File: config.mk
export PLATFORM = sky130hd
export DESIGN_NAME = serial_adder_flat
export DESIGN_NICKNAME = d
export VERILOG_FILES = /design/src/rtl/serial_adder_pkg.sv /design/src/rtl/serial_adder_if.sv /design/src/rtl/halfadder.sv /design/src/rtl/serial_adder_full_adder.sv /design/src/rtl/serial_adder.sv /design/src/flat_wrapper.sv
export SDC_FILE = /design/constraint.sdc
export NUM_CORES = 1
export LEC_CHECK = 0
export ABC_AREA = 1
export CORE_ASPECT_RATIO = 1.2
export CORE_MARGIN = 1
export CORE_UTILIZATION = 35
export DETAILED_ROUTE_END_ITERATION = 6
export GPL_ROUTABILITY_DRIVEN = 0
export SYNTH_ARGS = -nofsm -noshare
export SYNTH_HDL_FRONTEND = slang
export SYNTH_HIERARCHICAL = 1
export SYNTH_SLANG_ARGS = --single-unit
File: constraint.sdc
create_clock -name clk -period 2.2 [get_ports clk]
set_input_delay 0.44 -clock clk [delete_from_list [all_inputs] [get_ports clk]]
set_output_delay 0.44 -clock clk [all_outputs]
set_load 0.05 [all_outputs]
File: src/rtl/serial_adder_pkg.sv
// Shared state encoding, default width and counter sizing for the bit-serial adder.
package serial_adder_pkg;

  localparam int DEFAULT_WIDTH = 8;

  typedef enum logic [1:0] {
    IDLE  = 2'd0,
    SHIFT = 2'd1,
    DONE  = 2'd2
  } state_t;

  function automatic int cnt_width(input int w);
    return (w <= 1) ? 1 : $clog2(w);
  endfunction

endpackage

File: src/rtl/serial_adder_if.sv
// Request/result bundle of the bit-serial adder; master drives operands, slave returns the result.
interface serial_adder_if #(
  parameter int WIDTH = serial_adder_pkg::DEFAULT_WIDTH
);
  logic             start;
  logic [WIDTH-1:0] a;
  logic [WIDTH-1:0] b;
  logic             cin;
  logic             busy;
  logic             done;
  logic [WIDTH-1:0] sum;
  logic             cout;

  modport master (output start, a, b, cin, input busy, done, sum, cout);
  modport slave  (input start, a, b, cin, output busy, done, sum, cout);
endinterface

File: src/rtl/halfadder.sv
// Half-adder cell: s = a ^ b, c = a & b.
module halfadder (
  input  logic a,
  input  logic b,
  output logic s,
  output logic c
);
  assign s = a ^ b;
  assign c = a & b;
endmodule

File: src/rtl/serial_adder_full_adder.sv
// One-bit full adder from two half-adder cells; combinational, no state.
module full_adder (
  input  logic a,
  input  logic b,
  input  logic ci,
  output logic s,
  output logic co
);
  logic w_s0;
  logic w_c0;
  logic w_c1;

  halfadder u_ha0 (.a(a),    .b(b),  .s(w_s0), .c(w_c0));
  halfadder u_ha1 (.a(w_s0), .b(ci), .s(s),    .c(w_c1));

  assign co = w_c0 | w_c1;
endmodule

File: src/rtl/serial_adder.sv
// Bit-serial adder: {cout,sum} = a + b + cin, one bit per clock, LSB first.
// Latency WIDTH cycles from accepted start to done; start is ignored while busy (no queuing).
module serial_adder
  import serial_adder_pkg::*;
#(
  parameter int WIDTH = DEFAULT_WIDTH
) (
  input  logic           clk,
  input  logic           rst_n,
  serial_adder_if.slave  bus
);
  localparam int             CW   = cnt_width(WIDTH);
  localparam logic [CW-1:0]  LAST = CW'(WIDTH - 1);

  state_t           r_state;
  logic [WIDTH-1:0] r_a_sh;
  logic [WIDTH-1:0] r_b_sh;
  logic [WIDTH-1:0] r_s_sh;
  logic             r_carry;
  logic [CW-1:0]    r_cnt;
  logic             r_busy;
  logic             r_done;
  logic [WIDTH-1:0] r_sum;
  logic             r_cout;

  logic             w_s_bit;
  logic             w_co;
  logic [WIDTH-1:0] w_s_next;

  full_adder u_fa (
    .a  (r_a_sh[0]),
    .b  (r_b_sh[0]),
    .ci (r_carry),
    .s  (w_s_bit),
    .co (w_co)
  );

  // New sum bit enters at the MSB so after WIDTH steps the LSB sits at bit 0.
  assign w_s_next = (r_s_sh >> 1) | (WIDTH'(w_s_bit) << (WIDTH - 1));

  always_ff @(posedge clk or negedge rst_n) begin
    if (!rst_n) begin
      r_state <= IDLE;
      r_a_sh  <= '0;
      r_b_sh  <= '0;
      r_s_sh  <= '0;
      r_carry <= 1'b0;
      r_cnt   <= '0;
      r_busy  <= 1'b0;
      r_done  <= 1'b0;
      r_sum   <= '0;
      r_cout  <= 1'b0;
    end else begin
      r_done <= 1'b0;
      case (r_state)
        IDLE: begin
          if (bus.start) begin
            r_a_sh  <= bus.a;
            r_b_sh  <= bus.b;
            r_carry <= bus.cin;
            r_cnt   <= '0;
            r_busy  <= 1'b1;
            r_state <= SHIFT;
          end
        end
        SHIFT: begin
          r_a_sh  <= r_a_sh >> 1;
          r_b_sh  <= r_b_sh >> 1;
          r_s_sh  <= w_s_next;
          r_carry <= w_co;
          r_cnt   <= r_cnt + 1'b1;
          if (r_cnt == LAST) begin
            r_sum   <= w_s_next;
            r_cout  <= w_co;
            r_done  <= 1'b1;
            r_state <= DONE;
          end
        end
        DONE: begin
          r_busy  <= 1'b0;
          r_state <= IDLE;
        end
        default: begin
          r_busy  <= 1'b0;
          r_state <= IDLE;
        end
      endcase
    end
  end

  assign bus.busy = r_busy;
  assign bus.done = r_done;
  assign bus.sum  = r_sum;
  assign bus.cout = r_cout;
endmodule

File: src/flat_wrapper.sv
// flat-port wrapper written by rule: the top's interface ports become plain ports
module serial_adder_flat import serial_adder_pkg::*;
#(
  parameter int WIDTH = DEFAULT_WIDTH
)
  (clk, rst_n, bus_start, bus_a, bus_b, bus_cin, bus_busy, bus_done, bus_sum, bus_cout);
  serial_adder_if #(.WIDTH(WIDTH)) bus_i ();
  input  logic clk;
  input  logic rst_n;
  input wire logic [$bits(bus_i.start)-1:0] bus_start;
  input wire logic [$bits(bus_i.a)-1:0] bus_a;
  input wire logic [$bits(bus_i.b)-1:0] bus_b;
  input wire logic [$bits(bus_i.cin)-1:0] bus_cin;
  output wire logic [$bits(bus_i.busy)-1:0] bus_busy;
  output wire logic [$bits(bus_i.done)-1:0] bus_done;
  output wire logic [$bits(bus_i.sum)-1:0] bus_sum;
  output wire logic [$bits(bus_i.cout)-1:0] bus_cout;
  assign bus_i.start = bus_start;
  assign bus_i.a = bus_a;
  assign bus_i.b = bus_b;
  assign bus_i.cin = bus_cin;
  assign bus_busy = bus_i.busy;
  assign bus_done = bus_i.done;
  assign bus_sum = bus_i.sum;
  assign bus_cout = bus_i.cout;
  serial_adder #(.WIDTH(WIDTH)) u_core (.clk(clk), .rst_n(rst_n), .bus(bus_i));
endmodule
# --- Word level (Yosys, flattened, before mapping) ---
# Index checks and enable logic that the tools add are counted.
word_totals:
  input_bits: 20
  word_cells: 43
  register_bits: 41
  output_inout_bits: 11
op_classes:
  eq_ne: 4
  reduce_logical: 6
  n_addsub: 1
  bitwise_logic: 7
  muxes: 15
op_table:
  columns: ["op", "n"]
  rows:
  - ["one-hot mux 8 bit (2 select lines)", 2]
  - ["two-way mux 8 bit", 2]
  - ["bitwise OR 7 x 8 -> 8 bit", 1]
  - ["AND reduction 2 bit", 4]
  - ["one-hot mux 3 bit (2 select lines)", 1]
  - ["two-way mux 1 bit", 4]
  - ["two-way mux 2 bit", 2]
  - ["one-hot mux 1 bit (2 select lines)", 2]
  - ["one-hot mux 2 bit (2 select lines)", 1]
  - ["adder 3 x 1 -> 3 bit, second input constant", 1]
  - ["equality test 3 bit, second input constant", 1]
  - ["two-way mux 3 bit", 1]
  - ["AND 1 bit", 2]
  - ["equality test 2 x 1 -> 1 bit, second input constant", 1]
  - ["logical NOT 2 bit", 1]
  - ["inequality test 2 x 1 -> 1 bit, second input constant", 1]
  - ["inequality test 2 bit, second input constant", 1]
  - ["nonzero test 2 bit", 1]
  - ["XOR 1 bit", 2]
  - ["inverter 1 bit", 1]
  - ["bitwise OR 1 bit", 1]

# --- Logic depth before layout (Yosys ltp) ---
# Gate-level depths: netlist of the first run.
depth:
  depth_word: 4
  ltp_mapped: 8
  mapped_depth_nobuf: 8

# --- Modules after synthesis ---
# Netlist of the first run, hierarchy kept.
by_module_without_submodules:
  columns: ["mod", "cells_each", "instances", "seq_area_each_um2", "area_per_inst_um2"]
  rows:
  - ["serial_adder", 223, 1, 1001.0, 1871.8]
  - ["halfadder", 1, 2, 0.0, 12.5]
  - ["full_adder", 3, 1, 0.0, 11.3]

# --- Worst setup path before layout of the first run ---
# No wires, ideal clock.
synth_timing:
  path_kind: "register to register"
  from: "reg u_core.r_a_sh[0]"
  to: "reg u_core.r_carry"
  stages_incl_launch_ff: 9
  setup_time_ps: 117
  synth_period_minus_slack_ps: 1235
  path_slack_ps: 965
  path_buffers: 0
  t_required_ps: 2083
  arrival_time_ps: 1119
  cell_sequence: "dfrtp_1 ha_1 ha_1 inv_1 nand2_1 nand3_1 nand2_1 nand2_1 nand2_1"
synth_via:
  elab_chain_len: 4
  word_cells_on_any_way: 5
  classes_between: "1 x mux; 4 x bitwise"
synth_rtl:
  columns: ["item", "line_no", "rtl"]
  rows:
  - ["start, declared", "serial_adder.sv:16", "logic [WIDTH-1:0] r_a_sh;"]
  - ["start signal, assigned", "serial_adder.sv:58", "r_a_sh <= bus.a;"]
  - ["start signal, assigned", "serial_adder.sv:67", "r_a_sh <= r_a_sh >> 1;"]
  - ["XOR 1 bit", "halfadder.sv:8", "assign s = a ^ b;"]
  - ["named net u_core.u_fa.w_s0", "serial_adder_full_adder.sv:9", "logic w_s0;"]
  - ["AND 1 bit", "halfadder.sv:9", "assign c = a & b;"]
  - ["named net u_core.u_fa.w_c1", "serial_adder_full_adder.sv:11", "logic w_c1;"]
  - ["bitwise OR 1 bit", "serial_adder_full_adder.sv:16", "assign co = w_c0 | w_c1;"]
  - ["named net u_core.w_co", "serial_adder.sv:27", "logic w_co;"]
  - ["one-hot mux 1 bit (2 select lines)", "serial_adder.sv:55", "case (r_state)"]
  - ["end signal, assigned", "serial_adder.sv:60", "r_carry <= bus.cin;"]
  - ["end signal, assigned", "serial_adder.sv:70", "r_carry <= w_co;"]
  - ["end, declared", "serial_adder.sv:19", "logic r_carry;"]
# The timed path passes the listed nets, and every way through them passes these cells.
# A chain may end at the register's enable or synchronous reset.

# --- Worst setup path after layout of the first run ---
layout_timing:
  from: "reg u_core.r_sum[7] (netlist: u_core/bus.sum[7])"
  to: "out bus_sum[7]"
layout_lines:
  columns: ["item", "line_no", "rtl"]
  rows:
  - ["start, declared", "serial_adder.sv:23", "logic [WIDTH-1:0] r_sum;"]
  - ["start signal, assigned", "serial_adder.sv:73", "r_sum <= w_s_next;"]
  - ["end, declared", "flat_wrapper.sv:16", "output wire logic [$bits(bus_i.sum)-1:0] bus_sum;"]
# No word-level cell between the ends.

==> results of run 1 <==
## kinds of logic after synthesis
| kind of cell | Yosys count |
|---|---|
| compound gates | 16 |
| fa+ha+maj | 4 |
| buf+inv | 50 |
| flops | 40 |
| simple gates | 118 |
## metal layers
| metal | part of all wire, % | GRT usage, % |
|---|---|---|
| met2 | 48 | 24.6 |
| met3 | 3.7 | 3.64 |
| met1 | 47 | 17.6 |
| met5 | 0 | 0 |
| met4 | 1.7 | 5.75 |
## metrics by stage
| step | hold slack [ns] | instance area, µm² | total power [mW] | utilization [%] |
|---|---|---|---|---|
| 6_report | 0.152 | 2360 | 3.47 | 44.9 |
| 5_1_grt | 0.193 | 2360 | 3.77 | 44.9 |
| 4_1_cts | 0.173 | 2360 | 3.51 | 44.9 |
| 3_5_place_dp | 0.467 | 2250 | 2.90 | 42.8 |
| 3_3_place_gp | 0.464 | 2250 | 2.88 | 42.8 |
| 2_1_floorplan | 0.144 | 1910 | 2.50 | - |
## registers in the layout, summed over array words and instances (netlist names)
| name | count |
|---|---|
| u_core/r_s_sh | 7 |
| u_core/bus.done | 1 |
| u_core/r_cnt | 3 |
| u_core/bus.sum | 8 |
| u_core/bus.busy | 1 |
| u_core/r_state | 2 |
| u_core/r_b_sh | 8 |
| u_core/r_a_sh | 8 |
| u_core/bus.cout | 1 |
| u_core/r_carry | 1 |
## worst reg2reg max path: stages (launching register included)
cell,delay (ns)
dfrtp_1,0.42
ha_1,0.32
ha_1,0.20
inv_1,0.05
nand2_1,0.07
nand3_1,0.09
nand2_1,0.05
nand2_1,0.05
nand2_1,0.05
## cell type report
| type | instances | area, µm² | area share (%) |
|---|---|---|---|
| clock buffers | 6 | 72.6 | 3.08 |
| clock inverters | 2 | 35.0 | 1.48 |
| inverters | 40 | 150 | 6.36 |
| multi-input cells | 138 | 691 | 29.3 |
| flip-flops and latches | 40 | 1000 | 42.4 |
| well taps | 62 | 77.6 | 3.29 |
| repair buffers | 35 | 333 | 14.1 |
## final timing paths
| path | startpoint | end | slack, ns |
|---|---|---|---|
| setup reg to reg | u_core/r_a_sh[0] | u_core/r_carry | 0.81 |
| max in group asynchronous | rst_n | u_core/r_b_sh[4] | 1.50 |
| hold / removal | rst_n | u_core/bus.sum[4] | 0.15 |
| hold reg to reg | u_core/bus.cout | u_core/bus.cout | 0.48 |
| setup / recovery | u_core/bus.sum[7] | bus_sum[7] | 0.32 |
| min in group clk | u_core/bus.cout | u_core/bus.cout | 0.48 |
## power breakdown
group	internal, mW	switching, mW
Sequential	1.07	0.182
Clock	0.337	0.252
Combinational	0.589	1.04
Total	2.00	1.47
## placed cells by master (no fill, tap or decap), drive strengths merged
cell           instances
nand2                 69
nand3                 46
dfrtp                 40
inv                   40
clkdlybuf4s50         29
o21ai                 15
clkbuf                 6
buf                    6
ha                     4
nor2                   3
clkinv                 1
bufinv                 1
a21oi                  1
==> flow_summary.yaml, run 1 <==
setup_path:
  crit_cells: 1
  cpPeakStageDelay_ns: 0.80
  crit_chain: "clkdlybuf4s50_1"
  cpLargestDelayFamily: "buffers and inverters"
  critPathMaxFanout: 2
  crit_type: "flop to primary output"
  cp.required_ns: 1.76
  critPathBufInv: 1
  reg2reg_depth: 8
  startpoint_type: "flop"
  cp.arrival_ns: 1.44
  crit_slowest_cell: "clkdlybuf4s50_1"
  crit_path_end_kind: "primary output"
timing:
  min_period_over_period_pct: 85.7
  skew_ns: 0.00304
  rsz0062_at_grt: "false"
  setup_viol: 0
  tightestPinTransition_ns: 0.606
  period_needed_ns: 1.88
  max_freq_ghz: 0.531
  finalMaxSlewViolations: 0
  fin_ws_ns: 0.316
  setup-tns-final_ns: 0
  relSlewSlack_pct: 59.6
  hold_viol: 0
synthesis:
  syn_inst: 228
  ys_types: 16
  synth_mux_area_share_pct: 0
  synth.most_common_cell: "nand2_1"
  synth_edf_count: 0
  synth-compound-area-share_pct: 5.38
  syn_nets: 252
  async_reset_ff_share_pct: 100
  synth-simple-area-share_pct: 28.2
  synth_top_family_by_area: "simple AND/OR/NAND/NOR gates"
  synth-seq-cells: 40
  synth_fa_ha_area_share_pct: 2.62
  synthTopCellsByCount: "nand2_1 (65), nand3_1 (46), dfrtp_1 (40), inv_1 (37), o21ai_0 (10)"
  syn_area_per_cell_um2: 8.37
  ys_warn_count: 6
  synth_ff_type: "dfrtp_1"
  yosys.area.top_type_share_pct: 52.5
  yosys.area_share.xor_xnor_pct: 0
  yosysSeqAreaShare_pct: 52.5
  synthTopCellsByArea: "dfrtp_1 (52%), nand2_1 (13%), nand3_1 (12%)"
  synth.cell_area_um2: 1910
  post-synth-top-area-cell: "dfrtp_1"
drt:
  drc_errors: 0
  drt-pass1-iter-count: 4
  post_drt_wl_per_cell_um: 11.3
  num_vias: 1505
  vias_per_cell: 4.66
  antenna_left: 0
  totalWireLength_um: 3650
  drtIter0Drc: 83
clocking:
  cts_buffers: 5
  cts_tree: "built"
  cts_hold_buf: 0
  postCtsSetupBuffers: 0
  cts_sinks: 40
  clock-root-buffer: "clkbuf_8"
  clk_latency_ns: 0.29
  cts.path.max_buffers: 2
  cts.htree.levels: 2
  cts_resized: 0
  clkTransAtPathRegs_ns: 0.08
placed_design:
  place_ws_ns: 0.586
  port_buffers: 30
  dp.final_hpwl_um: 2400
  dp_cells: 315
power:
  p_leak_nw: 1.25
  ir_drop_mv: 0.453
  power.density_nw_per_um2: 1470
grt:
  grt_pass1_vias: 1523
  grt_max_degree: 30
  grt_util_all_layers_pct: 14.6
  grt_antenna_before_repair: 0
  overflow: 0
  grt_pass1_wl_um: 6750
die:
  io_pins: 31
  initial_utilization_pct: 36.3
  core_um2: 5260
  die_h_um: 82.9
  std_cell_rows: 29
  dieArea_um2: 5750
  die_w_um: 69.4
cells_and_area:
  antenna_cells: 0
  nNetsFinal: 284
  drive_above_1_share_pct: 10.3
  final_cells: 323
  fillCellCount: 525
  syn2layout_area_growth_pct: 23.7
flow_run:
  maxCapViolations: 0
outcome:
  status: "finished, final reports clean"
min_path:
  holdCritPathClass: "input pin to async pin"
(Power assumes the default switching activity.)
==> run 2, diff against run 1 <==
--- a/config.mk
+++ b/config.mk
@@ -11,6 +11,8 @@
 export CORE_UTILIZATION = 35
 export DETAILED_ROUTE_END_ITERATION = 6
 export GPL_ROUTABILITY_DRIVEN = 0
+export PLACE_DENSITY = 0.58
+export REMOVE_ABC_BUFFERS = 1
 export SYNTH_ARGS = -nofsm -noshare
 export SYNTH_HDL_FRONTEND = slang
 export SYNTH_HIERARCHICAL = 1
==> flow_summary.yaml, run 2 (same netlist as run 1, synthesis figures left out) <==
clocking:
  cts_hold_buf: 0
  clk_latency_ns: 0.29
  clkTransAtPathRegs_ns: 0.07
  cts.htree.levels: 2
  postCtsSetupBuffers: 0
  cts_tree: "built"
  cts_resized: 0
  cts.path.max_buffers: 2
  cts_sinks: 40
  cts_buffers: 5
  clock-root-buffer: "clkbuf_8"
setup_path:
  crit_slowest_cell: "clkdlybuf4s50_1"
  cp.arrival_ns: 1.45
  crit_path_end_kind: "primary output"
  crit_chain: "clkdlybuf4s50_1"
  cpPeakStageDelay_ns: 0.80
  cp.required_ns: 1.76
  critPathMaxFanout: 2
  r2r_slack_ns: 0.76
  critPathBufInv: 1
  cpLargestDelayFamily: "buffers and inverters"
  startpoint_type: "flop"
  crit_type: "flop to primary output"
placed_design:
  dp.final_hpwl_um: 2450
  port_buffers: 30
  dp_cells: 314
cells_and_area:
  antenna_cells: 0
  final_common_cell: "nand2_1"
  seq_area_um2: 1000
  final_cells: 321
  nNetsFinal: 283
  multiInputGateArea_um2: 691
  syn2layout_area_growth_pct: 22.7
  final_cell_mix: "nand2_1 (65), nand3_1 (46), dfrtp_1 (40)"
  fillCellCount: 525
  drive_above_1_share_pct: 10.0
grt:
  grt_antenna_before_repair: 0
  grt_util_all_layers_pct: 14.1
  grt_pass1_wl_um: 6520
  grt_pass1_vias: 1549
  overflow: 0
  grt_max_degree: 41
power:
  internal_power_mw: 1.94
  p_seq_share_pct: 37.2
  power_switching_mw: 1.46
  power.total_mw: 3.40
  power.density_nw_per_um2: 1450
  p_sw_share_pct: 42.9
  ir_drop_mv: 0.641
  clockPowerShare_pct: 15.2
  combPwrFrac_pct: 47.5
  p_leak_nw: 1.24
drt:
  antenna_left: 0
  drtIter0Drc: 98
  drt-pass1-iter-count: 4
  totalWireLength_um: 3640
  post_drt_wl_per_cell_um: 11.3
  drc_errors: 0
  vias_per_cell: 4.74
  num_vias: 1521
die:
  die_w_um: 69.4
  dieArea_um2: 5750
  die_h_um: 82.9
  core_um2: 5260
  io_pins: 31
  std_cell_rows: 29
  initial_utilization_pct: 36.3
outcome:
  status: "finished, final reports clean"
timing:
  setup-tns-final_ns: 0
  max_freq_ghz: 0.530
  finalMaxSlewViolations: 0
  skew_ns: 0.00679
  period_needed_ns: 1.89
  setup_viol: 0
  relSlewSlack_pct: 66.5
  hold_viol: 0
  tightestPinTransition_ns: 0.503
  holdWs_ns: 0.195
  min_period_over_period_pct: 85.8
  rsz0062_at_grt: "false"
min_path:
  holdCritPathClass: "input pin to async pin"
flow_run:
  maxCapViolations: 0
## run 2: final timing paths
path,end,start,cells after the start
setup / recovery,bus_busy,u_core/bus.busy,1
hold / removal,u_core/bus.sum[5],rst_n,2
max in group asynchronous,u_core/bus.done,rst_n,2
min in group clk,u_core/bus.sum[0],u_core/r_s_sh[1],2
setup reg to reg,u_core/r_b_sh[1],u_core/r_state[1],6
hold reg to reg,u_core/bus.sum[0],u_core/r_s_sh[1],2
## run 2: cell type report
cell class	instances	share of cell area [%]
sequential	40	42.8
multi-input combinational	138	29.5
timing repair buffer	34	13.9
inverter	40	6.41
clock buffer	7	4.12
tap	62	3.31
## run 2: layer usage
metal	vias up	GRT usage [%]	wire length, µm
met1	728	15.8	1570
met5	-	0	0
met3	6	3.52	121
li1	768	-	-
met4	0	7.79	86
met2	19	24.4	1870
## run 2: stage by stage
| step | area (µm²) | utilization [%] | setup WS, ns |
|---|---|---|---|
| floorplan | 1840 | - | 0.877 |
| global placement | 2240 | 42.7 | 0.609 |
| detailed placement | 2240 | 42.7 | 0.598 |
| CTS | 2340 | 44.5 | 0.297 |
| global route | 2340 | 44.5 | 0.254 |
| finish | 2340 | 44.5 | 0.312 |
## run 2: power by group through the flow
| stage | clock, mW | combinational, mW | sequential (mW) |
|---|---|---|---|
| finish | 0.518 | 1.62 | 1.26 |
| global placement | 0 | 1.60 | 1.27 |
| global route | 0.570 | 1.82 | 1.30 |
| CTS | 0.539 | 1.64 | 1.27 |
| floorplan | 0 | 0.870 | 1.54 |
| detailed placement | 0 | 1.64 | 1.28 |
==> run 3, diff against run 2 <==
--- a/config.mk
+++ b/config.mk
@@ -7,7 +7,7 @@
 export LEC_CHECK = 0
 export ABC_AREA = 1
 export CORE_ASPECT_RATIO = 1.2
-export CORE_MARGIN = 1
+export CORE_MARGIN = 8
 export CORE_UTILIZATION = 35
 export DETAILED_ROUTE_END_ITERATION = 6
 export GPL_ROUTABILITY_DRIVEN = 0
@@ -17,3 +17,4 @@
 export SYNTH_HDL_FRONTEND = slang
 export SYNTH_HIERARCHICAL = 1
 export SYNTH_SLANG_ARGS = --single-unit
+export TNS_END_PERCENT = 5
==> constraint.sdc (replaced) <==
create_clock -name clk -period 2.2 [get_ports clk]
set_input_delay 0.33 -clock clk [delete_from_list [all_inputs] [get_ports clk]]
set_output_delay 0.33 -clock clk [all_outputs]
set_load 0.05 [all_outputs]
==> flow_summary.yaml, run 3 (same netlist as run 1, synthesis figures left out) <==
die:
  initial_utilization_pct: 36.3
  core_um2: 5260
  die_h_um: 96.9
  std_cell_rows: 29
  die_w_um: 83.4
  dieArea_um2: 8080
  io_pins: 31
grt:
  grt_util_all_layers_pct: 10.1
  grt_max_degree: 35
  grt_pass1_wl_um: 6940
  grt_pass1_vias: 1542
  grt_antenna_before_repair: 0
  overflow: 0
cells_and_area:
  finalInstanceArea_um2: 2350
  nNetsFinal: 285
  fin_util_pct: 44.8
  final_cells: 324
  drive_above_1_share_pct: 10.7
  antenna_cells: 0
  fillCellCount: 530
  final_common_cell: "nand2_1"
  final_cell_mix: "nand2_1 (65), nand3_1 (46), dfrtp_1 (40)"
  syn2layout_area_growth_pct: 23.4
placed_design:
  port_buffers: 30
  dpl_cell_area_um2: 2250
  dp_cells: 315
  dp.final_hpwl_um: 2710
power:
  power.density_nw_per_um2: 1440
  ir_drop_mv: 0.551
  p_leak_nw: 1.25
timing:
  setup_viol: 0
  max_freq_ghz: 0.560
  setup-tns-final_ns: 0
  finalMaxSlewViolations: 0
  relSlewSlack_pct: 66.6
  period_needed_ns: 1.79
  rsz0062_at_grt: "false"
  hold_viol: 0
  min_period_over_period_pct: 81.2
  tightestPinTransition_ns: 0.500
  holdWs_ns: 0.458
  skew_ns: 0.00543
setup_path:
  critPathMaxFanout: 2
  crit_chain: "clkdlybuf4s50_1"
  crit_start: "u_core/bus.cout"
  worstReg2RegEnd: "u_core/r_b_sh[3]"
  r2r_slack_ns: 0.71
  crit_type: "flop to primary output"
  cp.arrival_ns: 1.46
  crit_path_end: "bus_cout"
  r2r_start: "u_core/r_state[1]"
  reg2reg_depth: 6
  critPathBufInv: 1
  cp.required_ns: 1.87
  crit_path_end_kind: "primary output"
  crit_slowest_cell: "clkdlybuf4s50_1"
  cpLargestDelayFamily: "buffers and inverters"
  startpoint_type: "flop"
  crit_cells: 1
  cpPeakStageDelay_ns: 0.81
drt:
  drc_errors: 0
  antenna_left: 0
  drtIter0Drc: 136
  vias_per_cell: 4.65
  num_vias: 1505
  post_drt_wl_per_cell_um: 12.0
  drt-pass1-iter-count: 4
  totalWireLength_um: 3900
clocking:
  cts.path.max_buffers: 2
  cts.htree.levels: 2
  cts_buffers: 5
  clk_latency_ns: 0.29
  clkTransAtPathRegs_ns: 0.08
  cts_sinks: 40
  cts_resized: 0
  cts_tree: "built"
  clock-root-buffer: "clkbuf_8"
outcome:
  status: "finished, final reports clean"
min_path:
  holdCritPathClass: "input pin to async pin"
flow_run:
  maxCapViolations: 0
-- run 3: cell types whose count changed in the layout (fill, tap and decap cells not counted) --
cell           delta
dlygate4sd3_1     +1
buf_4             +1
clkbuf_8          -1
clkinv_2          +2
-- run 3: final cells by class --
class | instances | area, µm² | area share, %
flip-flops and latches | 40 | 1000 | 42.5
inverters | 40 | 150 | 6.38
clock buffers | 6 | 82.6 | 3.51
multi-input cells | 138 | 691 | 29.3
repair buffers | 36 | 343 | 14.6
clock inverters | 2 | 10.0 | 0.425
well taps | 62 | 77.6 | 3.29
-- run 3: worst min-delay path by stage --
| stage | start | to | slack (ns) | cells past startpoint |
|---|---|---|---|---|
| final | rst_n | u_core/r_cnt[0] | 0.46 | 2 |
| after global routing | rst_n | u_core/r_cnt[0] | 0.47 | 2 |
| after floorplan | rst_n | u_core/bus.busy | 0.03 | 0 |
| after detailed placement | rst_n | u_core/r_s_sh[6] | 0.24 | 1 |
| after CTS | rst_n | u_core/r_cnt[0] | 0.46 | 2 |
| after global placement | rst_n | u_core/r_s_sh[6] | 0.24 | 1 |
-- run 3: what timing repair did --
item / in CTS / in global routing
hold buffers: 1 / 0
hold endpoints to repair: 12 / 0
setup buffers: 0 / 0
endpoints found under the setup margin: 0 / 0
-- run 3: stage by stage --
stage                     setup WS [ns]  total power [mW]
after floorplan                   0.877              2.41
after global placement            0.699              2.88
after detailed placement          0.674              2.92
after CTS                         0.391              3.43
after global routing              0.363              3.70
final                             0.414              3.38
-- run 3: routing by layer --
layer,vias to the layer above,wire [µm],global-route usage [%]
met3,5,182,3.02
li1,770,-,-
met5,-,0,0
met2,26,1850,16.5
met4,0,74,4.47
met1,704,1790,11.8
-- run 3: power breakdown --
part           internal [mW]  switching [mW]
Combinational          0.588            1.03
Clock                  0.250           0.249
Sequential              1.07           0.190
==> RTL edit (settings of run 3) <==
Reset style: synchronous (`rst_n`), changed in one clocked block.
--- a/src/rtl/serial_adder.sv
+++ b/src/rtl/serial_adder.sv
@@ -40,3 +40,3 @@
 
-  always_ff @(posedge clk or negedge rst_n) begin
+  always_ff @(posedge clk) begin
     if (!rst_n) begin
Behaviour: differs if rst_n is asserted again (counterexample within 4 cycles, from zero or initial values and one cycle with rst_n low); with rst_n held inactive, the same outputs for 10 cycles.
==> RTL edit against run 3 <==
  * Synthesized area decreased by 7.9%
  * Maximum frequency increased by 0.99%
  * Die area down 6.5%
  * Setup slack improved by 0.017 ns
  * Largest cell class unchanged
  * Routed wire length fell by 7.3%
  * First-iteration DRC count fell by 43%
  * Register-to-register slack got worse by 0.03 ns
  * Core utilization grew 0.75 points
  * Cell area shrank 5.9%
  * Sequential cell count did not move
  * Global-route usage is 0.19 points higher
  * Clock skew fell by 0.00099 ns
Power is not compared: it rests on default switching activity, and its combinational part moved more than twofold at a synthesized area within 25%.
==> RTL edit: results (changes against run 3) <==
Post-synth top cells -> nand2_1 (90), nor2_1 (70), dfxtp_1 (40)
GRT Total Usage -> 0.103 (+0.00193)
vias in the first global route -> 1,411 (-8.5%)
DRT met1 WL -> 1750 µm (-2.2%)
Area contributors post-synth -> dfxtp_1 (46%), nand2_1 (19%), nor2_1 (15%)
Crit path arrival time -> 1.44 ns (-0.02 ns)
DR WL met3 -> 220 µm (+21%)
pin count of the biggest net entering global routing -> 28 (-20%)
placed cells -> 352 (+12%)
fillers -> 519 (-2.1%)
DR vias -> 1,537 (+2.1%)
compound-gate portion of the synthesized area -> 0.0427 (-0.0110)
skew final -> 0.00444 ns (-0.000991 ns)
Seq/Total Area, Yosys -> 0.456 (-0.0687)
Slew HR -> 0.637 (-0.0283)
met2 wire length -> 1580 µm (-15%)
post-DP HPWL -> 2490 µm (-8.1%)
worst reg-to-reg setup slack -> 0.68 ns (-0.03 ns)
Synth Area in Adders -> 0.0285 (+0.00226)
crit path max fanout -> 2 (unchanged)
CP max stage cell -> clkdlybuf4s50_1
Avg WL per Cell -> 10.0 µm (-17%)
DR iter-0 viols -> 77 (-43%)
Reg2Reg Capture Point -> u_core/bus.sum[1]
share of cells above drive strength 1 -> 0.0500 (-0.0569)
Post-layout nets -> 323 (+13%)
first-pass GRT wire length -> 6230 µm (-10%)
Area after DPL -> 2100 µm² (-6.6%)
pre-CTS WS -> 0.463 ns (-0.212 ns)
Async SR Flop Fraction -> 0 (-1.00)
worst r2r src -> u_core/r_cnt[0]
drt pass-1 iters -> 4 (unchanged)
run status -> finished clean
Lkg Pwr -> 1.06 nW
post-synth cell types -> 15 (-1)
Hold Crit Class -> reg -> reg
Syn Inst Count -> 269 (+18%)
non-filler cells, final -> 360 (+11%)
Post-synth top flop -> dfxtp_1
Worst Hold End -> u_core/bus.sum[4]
## RTL edit: final cells by class
class | count | area share
Multi-Input combinational cell | 190 | 0.356
Clock inverter | 3 | 0.0192
Timing Repair Buffer | 35 | 0.152
Sequential cell | 40 | 0.361
Inverter | 27 | 0.0457
Tap cell | 60 | 0.0339
Clock buffer | 5 | 0.0311
## RTL edit: how the worst max path moves through the flow
stage                  endpoint         startpoint  slack [ns]
2_1_floorplan  u_core/r_a_sh[0]  u_core/r_state[0]        0.48
3_5_place_dp   u_core/r_a_sh[2]          bus_start        0.46
6_report               bus_busy    u_core/bus.busy        0.43
4_1_cts                bus_busy    u_core/bus.busy        0.41
3_3_place_gp   u_core/r_a_sh[0]          bus_start        0.49
5_1_grt              bus_sum[6]  u_core/bus.sum[6]        0.37
## RTL edit: power by group through the flow
stage | clock [mW] | sequential [mW] | combinational [mW]
2_1_floorplan | 0 | 0.806 | 0.138
3_3_place_gp | 0 | 0.804 | 0.226
3_5_place_dp | 0 | 0.805 | 0.227
4_1_cts | 0.621 | 0.788 | 0.228
5_1_grt | 0.654 | 0.793 | 0.260
6_report | 0.598 | 0.788 | 0.225
## RTL edit: through the flow
step | hold WS [ns] | util | power (mW)
finish | 0.461 | 0.455 | 1.61
global route | 0.475 | 0.455 | 1.71
CTS | 0.465 | 0.455 | 1.64
detailed placement | 0.451 | 0.432 | 1.03
global placement | 0.450 | 0.432 | 1.03
floorplan | 0.436 | - | 0.944
## RTL edit: layer usage
metal / track usage / vias to the layer above
met5: 0 / -
met4: 0.0418 / 0
met3: 0.0384 / 6
met2: 0.162 / 31
met1: 0.122 / 643
li1: - / 857
## RTL edit: cell families (layout without fill, tap and decap cells)
| family | Yosys count | count (layout) |
|---|---|---|
| compound gates | 15 | 15 |
| fa+ha+maj | 4 | 4 |
| buf+inv | 39 | 70 |
| flops | 40 | 40 |
| simple gates | 171 | 171 |
